## config.mk

```make
export PLATFORM = sky130hd
export DESIGN_NAME = seg7_scan_decoder
export DESIGN_NICKNAME = d
export VERILOG_FILES = /design/src/rtl/seg7_pkg.sv /design/src/rtl/seg7_glyph_decoder.sv /design/src/rtl/seg7_scan_decoder.sv
export SDC_FILE = /design/constraint.sdc
export NUM_CORES = 1
export LEC_CHECK = 0
export ABC_AREA = 1
export CELL_PAD_IN_SITES_DETAIL_PLACEMENT = 1
export CELL_PAD_IN_SITES_GLOBAL_PLACEMENT = 1
export CORE_MARGIN = 5
export CORE_UTILIZATION = 45
export CTS_CLUSTER_SIZE = 28
export DETAILED_ROUTE_END_ITERATION = 12
export DONT_BUFFER_PORTS = 1
export PLACE_DENSITY_LB_ADDON = 0.2
export SLEW_MARGIN = 20
export SYNTH_ARGS = -nofsm -noshare
export SYNTH_HDL_FRONTEND = slang
export SYNTH_SLANG_ARGS = --single-unit
```

## constraint.sdc

```tcl
create_clock -name clock -period 2.25 [get_ports clock]
set_input_delay 0 -clock clock [delete_from_list [all_inputs] [get_ports clock]]
set_output_delay 0 -clock clock [all_outputs]
set_load 0.03 [all_outputs]
```

## src/rtl/seg7_pkg.sv

```systemverilog
// Shared definitions for the active-low 7-segment display path.
//   GLYPHS  : active-low segment patterns {g,f,e,d,c,b,a} for hex digits 0-F,
//             indexed by digit value. The segment encoder uses the same table.
//   state_t : scan-reader FSM states.
package seg7_pkg;

    localparam logic [15:0][6:0] GLYPHS = {
        7'h0E, 7'h06, 7'h21, 7'h46, 7'h03, 7'h08, 7'h10, 7'h00,
        7'h78, 7'h02, 7'h12, 7'h19, 7'h30, 7'h24, 7'h79, 7'h40
    };

    typedef enum logic [1:0] {
        IDLE,
        SETTLE,
        HOLD
    } state_t;

endpackage

```

## src/rtl/seg7_glyph_decoder.sv

```systemverilog
// Combinational reverse lookup of an active-low 7-segment pattern.
//   code  in  7  segment pattern {g,f,e,d,c,b,a}, active-low
//   value out 4  hex digit shown (0 when the pattern is not a glyph)
//   err   out 1  pattern matched none of the 16 glyphs
module seg7_glyph_decoder
    import seg7_pkg::*;
(
    input  logic [6:0] code,
    output logic [3:0] value,
    output logic       err
);

    // Glyphs are unique, so at most one iteration can match.
    always_comb begin
        value = 4'h0;
        err   = 1'b1;
        for (int i = 0; i < 16; i++) begin
            if (code == GLYPHS[i]) begin
                value = 4'(i);
                err   = 1'b0;
            end
        end
    end

endmodule

```

## src/rtl/seg7_scan_decoder.sv

```systemverilog
// Reader for a time-multiplexed active-low 7-segment display bus. Each
// {anode, code} pair must be stable for STABLE_CYCLES registered samples before
// it is captured into a shadow frame; once every digit has been captured the
// shadow is published and frame_valid pulses for one cycle.
//   clock       in  system clock
//   reset       in  synchronous active-high reset
//   anode_n     in  digit select, active-low, one-hot-low when valid
//   seg_code    in  {dp,g,f,e,d,c,b,a}, active-low
//   digit_value out nibble per digit, digit i at [4i+3:4i]
//   digit_dp    out decimal point lit per digit
//   digit_err   out captured pattern was not a glyph
//   frame_valid out one-cycle pulse when a new snapshot is presented
//   err_count   out (only with SEG7_SCAN_ERR_CNT_EN) saturating count of
//                   captures that were not glyphs
module seg7_scan_decoder
    import seg7_pkg::*;
#(
    parameter int unsigned NUM_DIGITS    = 8,
    parameter int unsigned STABLE_CYCLES = 4
) (
    input  logic                    clock,
    input  logic                    reset,
    input  logic [NUM_DIGITS-1:0]   anode_n,
    input  logic [7:0]              seg_code,
    output logic [4*NUM_DIGITS-1:0] digit_value,
    output logic [NUM_DIGITS-1:0]   digit_dp,
    output logic [NUM_DIGITS-1:0]   digit_err,
`ifdef SEG7_SCAN_ERR_CNT_EN
    output logic [15:0]             err_count,
`endif
    output logic                    frame_valid
);

    localparam int unsigned CNT_W = $clog2(STABLE_CYCLES + 1);
    localparam logic [CNT_W-1:0] CNT_MAX = CNT_W'(STABLE_CYCLES);
    localparam logic [CNT_W-1:0] CNT_ONE = CNT_W'(1);
    localparam logic [NUM_DIGITS-1:0] ONE_D = NUM_DIGITS'(1);

    // Input stage and the previous registered pair for change detection.
    logic [NUM_DIGITS-1:0] s_anode, prev_anode;
    logic [7:0]            s_code, prev_code;

    always_ff @(posedge clock) begin
        if (reset) begin
            s_anode    <= '1;
            s_code     <= 8'hFF;
            prev_anode <= '1;
            prev_code  <= 8'hFF;
        end else begin
            s_anode    <= anode_n;
            s_code     <= seg_code;
            prev_anode <= s_anode;
            prev_code  <= s_code;
        end
    end

    logic [NUM_DIGITS-1:0] sel;
    logic                  digit_ok;
    logic                  same;

    assign sel      = ~s_anode;
    assign digit_ok = (sel != '0) && ((sel & (sel - ONE_D)) == '0);
    assign same     = (s_anode == prev_anode) && (s_code == prev_code);

    // FSM
    state_t           state_q, state_d;
    logic [CNT_W-1:0] cnt_q, cnt_d;
    logic             capture;

    always_ff @(posedge clock) begin
        if (reset) begin
            state_q <= IDLE;
            cnt_q   <= '0;
        end else begin
            state_q <= state_d;
            cnt_q   <= cnt_d;
        end
    end

    always_comb begin
        state_d = state_q;
        cnt_d   = cnt_q;
        capture = 1'b0;
        unique case (state_q)
            IDLE: begin
                if (digit_ok) begin
                    state_d = SETTLE;
                    cnt_d   = CNT_ONE;
                end else begin
                    cnt_d   = '0;
                end
            end
            SETTLE: begin
                if (!digit_ok) begin
                    state_d = IDLE;
                    cnt_d   = '0;
                end else if (same) begin
                    cnt_d = (cnt_q >= CNT_MAX) ? CNT_MAX : cnt_q + CNT_ONE;
                end else begin
                    cnt_d = CNT_ONE;
                end
            end
            HOLD: begin
                if (!same) begin
                    if (digit_ok) begin
                        state_d = SETTLE;
                        cnt_d   = CNT_ONE;
                    end else begin
                        state_d = IDLE;
                        cnt_d   = '0;
                    end
                end
            end
            default: begin
                state_d = IDLE;
                cnt_d   = '0;
            end
        endcase
        // A pair whose count reaches the dwell is captured on this same edge,
        // which also covers STABLE_CYCLES == 1 on the first stable sample.
        if (state_d == SETTLE && cnt_d >= CNT_MAX) begin
            capture = 1'b1;
            state_d = HOLD;
        end
    end

    // Capture datapath
    logic [3:0] dec_value;
    logic       dec_err;

    seg7_glyph_decoder u_glyph (
        .code  (s_code[6:0]),
        .value (dec_value),
        .err   (dec_err)
    );

    logic [4*NUM_DIGITS-1:0] shadow_value, merged_value;
    logic [NUM_DIGITS-1:0]   shadow_dp, merged_dp;
    logic [NUM_DIGITS-1:0]   shadow_err, merged_err;
    logic [NUM_DIGITS-1:0]   seen, seen_cur;
    logic                    frame_done;

    // Shadow with the current capture folded in, so a completing capture is
    // published together with the rest of the frame.
    always_comb begin
        merged_value = shadow_value;
        merged_dp    = shadow_dp;
        merged_err   = shadow_err;
        for (int i = 0; i < int'(NUM_DIGITS); i++) begin
            if (capture && sel[i]) begin
                merged_value[4*i +: 4] = dec_value;
                merged_dp[i]           = ~s_code[7];
                merged_err[i]          = dec_err;
            end
        end
    end

    assign seen_cur   = capture ? (seen | sel) : seen;
    assign frame_done = capture && (&seen_cur);

    always_ff @(posedge clock) begin
        if (reset) begin
            shadow_value <= '0;
            shadow_dp    <= '0;
            shadow_err   <= '0;
            seen         <= '0;
            digit_value  <= '0;
            digit_dp     <= '0;
            digit_err    <= '0;
            frame_valid  <= 1'b0;
        end else begin
            shadow_value <= merged_value;
            shadow_dp    <= merged_dp;
            shadow_err   <= merged_err;
            frame_valid  <= frame_done;
            if (frame_done) begin
                seen        <= '0;
                digit_value <= merged_value;
                digit_dp    <= merged_dp;
                digit_err   <= merged_err;
            end else begin
                seen <= seen_cur;
            end
        end
    end

`ifdef SEG7_SCAN_ERR_CNT_EN
    always_ff @(posedge clock) begin
        if (reset) begin
            err_count <= '0;
        end else if (capture && dec_err && (err_count != 16'hFFFF)) begin
            err_count <= err_count + 16'd1;
        end
    end
`endif

endmodule

```

==> impl_metrics.json <==
{
  "powerDensity_nw_per_um2": 749,
  "crit_required_ns": 2.57,
  "clock_path_buffers": 2,
  "hold_viol": 0,
  "gp_congestion": 0.878,
  "grt-busiest-layer": "met2",
  "cts.sinks": 142,
  "clock_skew_ns": 0.0135,
  "period_minus_slack_ns": 2.49,
  "grt_pass1_vias": 6022,
  "row_count": 41,
  "p_leak_nw": 3.55,
  "finish.utilization_pct": 62.0,
  "violations": "negative setup slack",
  "worstSetupPathType": "flip-flop to flip-flop",
  "tightestPinTransition_ns": 0.724,
  "wl_um": 23100,
  "setup_viol": 60,
  "drtIter0Drc": 450,
  "run_status": "complete, but fails checks",
  "drv_cap": 0,
  "cp_cell_sequence": "inv_2 -> nand2_1 -> nand3_1 -> nor2_1 -> nand3_1 -> nor2_4 -> buf_12 -> nand4_1 -> nand2_2 -> nand2_2 -> nor2_4 -> nand3_4 -> buf_6 -> nand3_1 -> nand2_1",
  "core_area_um2": 12700,
  "crit_arrival_ns": 2.81,
  "max_freq_ghz": 0.401,
  "synthesis.nets": 830,
  "setup_slack_ns": -0.241,
  "antenna_found_initial": 0,
  "syn_avg_cell_area_um2": 7.25,
  "yosysWarnings": 0,
  "post_drt_wl_per_cell_um": 21.8,
  "grt_overflow": 0,
  "drc_errors": 0,
  "cts_tree": "built",
  "first_pass_iters": 5,
  "cp-start-kind": "flip-flop",
  "grt_start_max_net_pins": 55,
  "io_buffer_count": 0,
  "ant_nets": 0,
  "die_y_um": 124,
  "hold_path_depth": 3,
  "largest_registers": "digit_value x32, shadow_value x32",
  "synth_seq_area_share_pct": 48.4,
  "use_met3_pct": 6.30,
  "avgViaCountPerCell": 5.65,
  "clk-insertion-delay-late_ns": 0.44,
  "numCtsBuffers": 17,
  "clk_pin_slew_ns": 0.07,
  "vias": 5994,
  "met2_usage_pct": 45.4,
  "synth_cells": 810,
  "cp-end-kind": "flip-flop",
  "async_flop_share_pct": 0,
  "die_area_um2": 15400,
  "ios": 67,
  "syn_area_um2": 5870,
  "cts-root-buf": "clkbuf_16",
  "htreeDepth": 4,
  "critPathMaxStageDelay_ns": 0.38,
  "hold_path_class": "input pin to flip-flop",
  "grt_pass1_wl_um": 31800,
  "critPathMaxFanout": 10,
  "initial_core_util_pct": 46.2,
  "maxSlewViolCount": 0,
  "rr_worst_depth": 15,
  "drive_gt1_share_pct": 26.0,
  "synth_cell_types": 32,
  "fin_crit_sh_pct": 111,
  "fin_nets": 896,
  "cp_slowest_cell": "dfxtp_4",
  "cp_common_cell": "nand3_1",
  "ys_seq_elements": 142,
  "globalRouteMet1Util_pct": 28.9,
  "synthFlopType": "dfxtp_1",
  "grt_setup_unrepaired": "yes",
  "ir_drop_mv": 0.481,
  "dp_hpwl_um": 11200,
  "p_total_mw": 5.91,
  "insertedDiodeCount": 0,
  "holdWs_ns": 0.0172,
  "dieWidth_um": 124,
  "max-slew-margin-rel_pct": 51.5,
  "grt_usage_pct": 25.7,
  "synth_edf_count": 0,
  "area_growth_pct": 34.3
}
[synth_stat cells, types with 2 or more instances]
cell | count | area share (%)
nand2_1 | 212 | 14
buf_6 | 3 | 0.58
ha_1 | 2 | 0.43
nor3_1 | 4 | 0.34
nor2_1 | 75 | 4.8
o21ai_0 | 45 | 3.8
inv_1 | 96 | 6.1
nand4_2 | 2 | 0.43
a21oi_1 | 13 | 1.1
dfxtp_1 | 142 | 48
buf_2 | 14 | 1.2
buf_4 | 4 | 0.51
buf_1 | 3 | 0.19
nand3b_1 | 2 | 0.26
nand3_1 | 64 | 5.5
nand4_1 | 58 | 6.2
nor3b_1 | 3 | 0.38
inv_2 | 15 | 0.96
or2_2 | 17 | 1.8
nor2_2 | 3 | 0.32
clkbuf_1 | 22 | 1.4
[per-layer routing]
| metal | part of all wire (%) | routed length, um | up-vias |
|---|---|---|---|
| li1 | - | - | 2716 |
| met1 | 38 | 8680 | 2927 |
| met2 | 50 | 11600 | 256 |
| met3 | 7.0 | 1620 | 95 |
| met4 | 5.2 | 1200 | 0 |
| met5 | 0 | 0 | - |
[layout make-up]
type / count / area (um2)
Inverter: 112 / 429
Clock buffer: 18 / 439
Multi-Input combinational cell: 511 / 2710
Tap cell: 172 / 215
Sequential cell: 142 / 2870
Clock inverter: 14 / 179
Fill cell: 1557 / 4840
Timing Repair Buffer: 91 / 1040
Timing Repair inverter: 1 / 7.51
[cell families (layout without fill, tap and decap cells)]
| family | Yosys count | count (layout) | synth area share (%) |
|---|---|---|---|
| AOI/OAI and AO/OA | 63 | 63 | 5.58 |
| adders and majority gates | 2 | 2 | 0.426 |
| buffers and inverters | 158 | 236 | 11.0 |
| DFF | 142 | 142 | 48.4 |
| and+or+nand+nor | 445 | 446 | 34.6 |
[layout by cell type (no fill, tap or decap), types with 5 or more instances in the layout]
cell,count
nand2_2,15
o21ai_2,7
inv_1,92
nand3_1,38
buf_6,7
o21ai_0,19
nand3_2,24
inv_2,16
buf_12,9
nand2_1,197
buf_4,48
nand4_1,58
clkinvlp_4,6
o21ai_1,19
dlygate4sd3_1,18
nor2_2,6
dfxtp_2,12
a21oi_1,12
nor2_1,64
dfxtp_1,126
buf_16,5
nor2_4,9
or2_2,17
clkbuf_16,21
[report_power, final]
group	internal, mW	switching (mW)	total, mW
combinational	0.130	0.195	0.325
sequential	2.54	0.0290	2.57
clock	1.79	1.22	3.01
[final timing paths]
path / from / end / slack [ns]
max: s_anode[0] / digit_dp[2] / -0.24
min reg2reg: s_anode[3] / prev_anode[3] / 0.48
max reg2reg: s_anode[0] / digit_dp[2] / -0.24
min: reset / shadow_value[31] / 0.02
[through the flow]
step	setup slack (ns)	TNS (ns)	std cells	instance area [um2]
3_3_place_gp	-0.0300	-0.0766	981	6240
6_report	-0.241	-9.95	1061	7890
2_1_floorplan	0.241	0	810	5870
4_1_cts	-0.0746	-1.90	1046	7390
3_5_place_dp	-0.141	-4.14	981	6240
5_1_grt	-0.393	-20.49	1061	7890
[timing repair]
action	CTS	global route
hold endpoints to repair	70	0
setup endpoints to repair	62	88
pin swaps	19	19
gates resized for setup	42	98
setup buffers	8	8
cloned	5	7
hold buffers	20	0
[critical path: cells and delay by family (launching register included)]
| kind | cells | cell delay (ns) |
|---|---|---|
| simple gates | 12 | 1.56 |
| buf+inv | 3 | 0.44 |
| flops | 1 | 0.38 |
(Power assumes the default switching activity.)
